<file path="src/rtl/pixel_alu_pipe.sv">
// pixel_alu_pipe: two-stage valid/ready per-pixel ALU (invert, pseudo-colour, threshold,
// clamp, saturating brightness) with per-pixel captured configuration and an output counter.
module pixel_alu_pipe #(
    parameter int CH_W   = 4,
    parameter int NUM_CH = 3,
    parameter int CNT_W  = 16
) (
    input  logic                     clk,
    input  logic                     rst,
    input  logic                     in_valid,
    output logic                     in_ready,
    input  logic [NUM_CH*CH_W-1:0]   pixel_in,
    input  logic [2:0]               func,
    input  logic [CH_W-1:0]          thresh,
    input  logic [NUM_CH*CH_W-1:0]   max,
    input  logic [NUM_CH*CH_W-1:0]   min,
    input  logic [CH_W:0]            offset,
    output logic                     out_valid,
    input  logic                     out_ready,
    output logic [NUM_CH*CH_W-1:0]   pixel_out,
    input  logic                     cnt_clr,
    output logic [CNT_W-1:0]         out_cnt
);
    localparam int PW = NUM_CH * CH_W;
    localparam logic [CH_W-1:0] ONES = '1;

    logic            r_s1_valid, r_s2_valid;
    logic [PW-1:0]   r_s1_pix, r_s1_max, r_s1_min, r_s2_pix;
    logic [2:0]      r_s1_func;
    logic [CH_W-1:0] r_s1_thresh;
    logic [CH_W:0]   r_s1_off;
    logic [CNT_W-1:0] r_cnt;
    logic            w_s1_ready, w_s2_ready;
    logic [PW-1:0]   w_res;
    logic [3:0]      w_g;
    logic [2:0]      w_pc_mask;

    assign w_s2_ready = !r_s2_valid | out_ready;
    assign w_s1_ready = !r_s1_valid | w_s2_ready;
    assign in_ready   = w_s1_ready;
    assign out_valid  = r_s2_valid;
    assign pixel_out  = r_s2_pix;
    assign out_cnt    = r_cnt;

    // Pseudo-colour bands on the top nibble of green: which of ch0..ch2 light up
    assign w_g       = r_s1_pix[2*CH_W-1 -: 4];
    assign w_pc_mask = (w_g <= 4'd2)  ? 3'b000 :
                       (w_g <= 4'd4)  ? 3'b001 :
                       (w_g <= 4'd9)  ? 3'b010 :
                       (w_g <= 4'd13) ? 3'b100 : 3'b111;

    for (genvar k = 0; k < NUM_CH; k++) begin : g_ch
        logic [CH_W-1:0] w_c, w_mn, w_mx, w_pc, w_bright;
        logic [CH_W+1:0] w_sum;
        assign w_c  = r_s1_pix[k*CH_W +: CH_W];
        assign w_mn = r_s1_min[k*CH_W +: CH_W];
        assign w_mx = r_s1_max[k*CH_W +: CH_W];
        // Zero-extended channel plus sign-extended offset; bit CH_W+1 is the sign
        assign w_sum    = {2'b00, w_c} + {r_s1_off[CH_W], r_s1_off};
        assign w_bright = w_sum[CH_W+1] ? '0 : w_sum[CH_W] ? ONES : w_sum[CH_W-1:0];
        if (k < 3) begin : g_pc
            assign w_pc = {CH_W{w_pc_mask[k]}};
        end else begin : g_npc
            assign w_pc = '0;
        end
        assign w_res[k*CH_W +: CH_W] =
            (r_s1_func == 3'd0) ? ~w_c :
            (r_s1_func == 3'd1) ? w_pc :
            (r_s1_func == 3'd3) ? ((w_c > r_s1_thresh) ? ONES : '0) :
            (r_s1_func == 3'd4) ? ((w_c < w_mn) ? w_mn : (w_c > w_mx) ? w_mx : w_c) :
            (r_s1_func == 3'd5) ? w_bright : w_c;
    end

    always_ff @(posedge clk or posedge rst) begin
        if (rst) begin
            r_s1_valid  <= 1'b0;
            r_s2_valid  <= 1'b0;
            r_s1_pix    <= '0;
            r_s1_max    <= '0;
            r_s1_min    <= '0;
            r_s1_func   <= '0;
            r_s1_thresh <= '0;
            r_s1_off    <= '0;
            r_s2_pix    <= '0;
            r_cnt       <= '0;
        end else begin
            if (w_s1_ready) r_s1_valid <= in_valid;
            if (in_valid && w_s1_ready) begin
                r_s1_pix    <= pixel_in;
                r_s1_func   <= func;
                r_s1_thresh <= thresh;
                r_s1_max    <= max;
                r_s1_min    <= min;
                r_s1_off    <= offset;
            end
            if (w_s2_ready) r_s2_valid <= r_s1_valid;
            if (r_s1_valid && w_s2_ready) r_s2_pix <= w_res;
            if (cnt_clr) r_cnt <= '0;
            else if (r_s2_valid && out_ready) r_cnt <= r_cnt + CNT_W'(1);
        end
    end
endmodule

</file>
<file path="config.mk">
export PLATFORM = sky130hd
export DESIGN_NAME = pixel_alu_pipe
export DESIGN_NICKNAME = d
export VERILOG_FILES = /design/src/rtl/pixel_alu_pipe.sv
export SDC_FILE = /design/constraint.sdc
export NUM_CORES = 1
export LEC_CHECK = 0
export CORE_UTILIZATION = 55
export CTS_BUF_LIST = sky130_fd_sc_hd__clkbuf_4
export DETAILED_ROUTE_END_ITERATION = 10
export HOLD_SLACK_MARGIN = 0.15
export PLACE_DENSITY = 0.81
export SLEW_MARGIN = 40
export SYNTH_ARGS = -nofsm -noshare
export SYNTH_HDL_FRONTEND = slang
export SYNTH_SLANG_ARGS = --single-unit
</file>
<file path="constraint.sdc">
create_clock -name clk -period 6.75 [get_ports clk]
set_input_delay 0.675 -clock clk [delete_from_list [all_inputs] [get_ports clk]]
set_output_delay 0.675 -clock clk [all_outputs]
set_load 0.005 [all_outputs]
</file>
==> flow_summary_export.csv <==
group,metric,value,unit
status,status,"complete, no violations",
setup_path,slowest_stage,"dfrtp_1",
routing,routed_via_density,6.03,
global_routing,grt_max_degree,79,
floorplanning,coreArea,9330,um2
routing,routed.top_layer,"met4",
sta,period_minus_slack,2.85,ns
routing,wl_per_cell,18.1,um
yosys,synth_seq_cells,78,
sta,tightest_slew,0.748,ns
global_routing,grt_overflow,0,
cts,h-tree-depth,3,
sta,fin_hold_ws,0.522,ns
sta,hold_violations,0,
routing,wl_met2,6680,um
floorplanning,io_pins,83,
setup_path,crit_type,"reg -> reg",
power_and_ir_drop,internal_power,0.973,mW
routing,drc,0,
setup_path,cp-end-kind,"flip-flop",
sta,fin_skew,0.0216,ns
routing,wl_met3,729,um
sta,period_share,42.2,%
global_routing,grt_usage,28.4,%
routing,dr.pass1.iters,5,
setup_path,worstPathMaxFanout,12,
worst_hold_path,hp-class,"reg -> reg",
yosys,async_flop_share,100,%
yosys,synth_area,5330,um2
power_and_ir_drop,switchingPower,0.592,mW
placement,place.gp.congestion,0.876,
power_and_ir_drop,p_leak,2.77,nW
sta,finalSetupViolations,0,
floorplanning,die_x,100,um
power_and_ir_drop,seq_power_share,41.3,%
sta,slew_headroom,50.0,%
finish,areaGrowthSynthToFinish,19.5,%
routing,drtIter0Drc,218,
yosys,ys.flop_type,"dfrtp_1",
setup_path,cp-startpoint,"r_s1_pix[5]$_DFFE_PP0P_",
global_routing,grt_antenna_before_repair,0,
setup_path,crit_path_frequent_cell,"o21ai_0",
finish,drive_gt1_share,13.6,%
floorplanning,dieArea,10100,um2
sta,drv_slew,0,
sta,tns,0,ns
cts,postCtsResizedCells,0,
setup_path,critPathTopFamily,"compound AO/OA/AOI/OAI gates",
setup_path,worstPathCellList,"inv_1, fa_1, o21ai_0, xnor2_1, o21ai_0, a221oi_1, o221ai_1",
cts,path_clk_slew,0.13,ns
cts,clockBufferDepth,2,
cts,cts_hold_buf,0,
setup_path,cp_num_buf_inv,1,
setup_path,rr_startpoint,"r_s1_pix[5]$_DFFE_PP0P_",
cts,cts_sinks,78,
yosys,syn_avg_cell_area,9.90,um2
routing,num_vias,4490,
yosys,synth_edf_count,0,
finish,final_area,6360,um2
power_and_ir_drop,pwr-share-comb,40.5,%
sta,fmax,351,MHz
placement,portBuffers,82,
finish,antenna_cells,0,
floorplanning,initial_utilization,57.1,%
setup_path,cp-start-kind,"flip-flop",
yosys,synth_nets,640,
setup_path,cp.required,7.03,ns
power_and_ir_drop,power.share.clock,18.2,%
global_routing,grt_pass1_vias,4579,
cts,cts_made_buffers,9,
yosys,yosysWarningCount,0,
routing,wl_met1,5620,um
global_routing,grt_first_pass_wirelength,22300,um
cts,cts_tree,"built",
power_and_ir_drop,p_sw_share,37.8,%
yosys,yosys.cell_types.count,56,
power_and_ir_drop,irDropWorstVdd,131,uV
routing,drt-total-wl,13500,um
finish,layout_common_cells,"clkdlybuf4s50_1 (82), dfrtp_1 (78), mux2_2 (50)",
floorplanning,die_y,100,um
run,maxCapViolCount,0,
cts,root_buffer,"clkbuf_4",
cts,post_cts_buffers,0,
sta,rsz0062_at_grt,"false",
finish,final_common_cell,"clkdlybuf4s50_1",
finish,finalNetCount,714,
yosys,netlist_instances,538,
setup_path,arrival,3.12,ns
placement,dpl.hpwl,10100,um
floorplanning,num_rows,35,
yosys,yosysSeqAreaShare,36.6,%
power_and_ir_drop,power_density,246,nW/um2
setup_path,max_stage_delay,0.67,ns
cts,clock_latency,0.42,ns
routing,ant_nets,0,
worst_hold_path,hold_start,"r_s1_thresh[2]$_DFFE_PP0P_",
placement,dpl_cell_area,6230,um2
==> synth_stat cells, drive strengths merged (11+ instances only) <==
cell type | number | share of area (%)
inv | 43 | 3.0
nand2b | 11 | 1.6
nor2 | 36 | 2.6
o21ai | 27 | 2.7
mux2 | 50 | 11
o211ai | 12 | 1.7
nand2 | 35 | 2.5
ha | 46 | 11
nand3 | 13 | 1.5
dfrtp | 78 | 37
a21oi | 37 | 3.5
xor2 | 11 | 1.8
==> worst register-to-register path: cells and delay by family (launching register included) <==
kind / cells / cell delay (ns)
xor+xnor: 1 / 0.19
flops: 1 / 0.67
fa+ha+maj: 1 / 0.51
buf+inv: 1 / 0.26
compound gates: 4 / 1.09
==> path summary, 6_finish.rpt <==
kind,end,slack [ns],cells after the start
setup / recovery,pixel_out[7]$_DFFE_PP0P_,3.90,7
max in group asynchronous,r_s1_min[3]$_DFFE_PP0P_,5.49,3
setup reg to reg,pixel_out[7]$_DFFE_PP0P_,3.90,7
hold / removal,r_s1_thresh[2]$_DFFE_PP0P_,0.52,1
min in group asynchronous,out_cnt[8]$_DFFE_PP0P_,0.74,3
hold reg to reg,r_s1_thresh[2]$_DFFE_PP0P_,0.52,1
==> cell families (layout without fill, tap and decap cells) <==
family / after synthesis / after routing / share of synthesized area (%)
AOI/OAI and AO/OA: 134 / 134 / 18.0
xor gates and xnor gates: 19 / 19 / 3.12
adders and majority gates: 49 / 49 / 11.9
buffers and inverters: 63 / 141 / 4.84
DFF: 78 / 78 / 36.6
muxes: 58 / 58 / 12.1
and+or+nand+nor: 137 / 137 / 13.4
==> sequential cells by signal, summed over array words and instances, names as in the netlist <==
register and flops:
out_cnt 16, pixel_out 12, out_valid 1, r_s1_off 5, r_s1_min 12, r_s1_func 3, r_s1_valid 1, r_s1_pix 12
r_s1_thresh 4, r_s1_max 12
==> power groups by stage <==
stage | clock (mW) | sequential [mW] | combinational [mW]
2_1_floorplan | 0 | 0.604 | 0.451
3_3_place_gp | 0 | 0.652 | 0.596
3_5_place_dp | 0 | 0.653 | 0.632
4_1_cts | 0.289 | 0.644 | 0.635
5_1_grt | 0.308 | 0.656 | 0.705
6_report | 0.284 | 0.646 | 0.635
==> routing by layer <==
metal	vias to the layer above	track usage [%]
met2	172	49.2
li1	2098	-
met5	-	0
met3	44	4.67
met4	0	11.5
met1	2176	35.4
==> stage by stage <==
stage / instances / worst slack, ns / util [%] / power (mW)
final: 745 / 3.90 / 68.2 / 1.57
after global routing: 745 / 3.84 / 68.2 / 1.67
after CTS: 745 / 3.98 / 68.2 / 1.57
after floorplan: 538 / 4.08 / - / 1.06
after detailed placement: 730 / 3.59 / 66.8 / 1.28
after global placement: 730 / 3.70 / 66.7 / 1.25
==> cell type report <==
cell class	count	area (um2)
multi-input cells	397	3120
fillers	764	2970
flip-flops and latches	78	1950
repair buffers	83	832
inverters	43	161
well taps	129	161
clock buffers	9	67.6
clock inverters	6	63.8
Power figures use the tool's default switching activity.
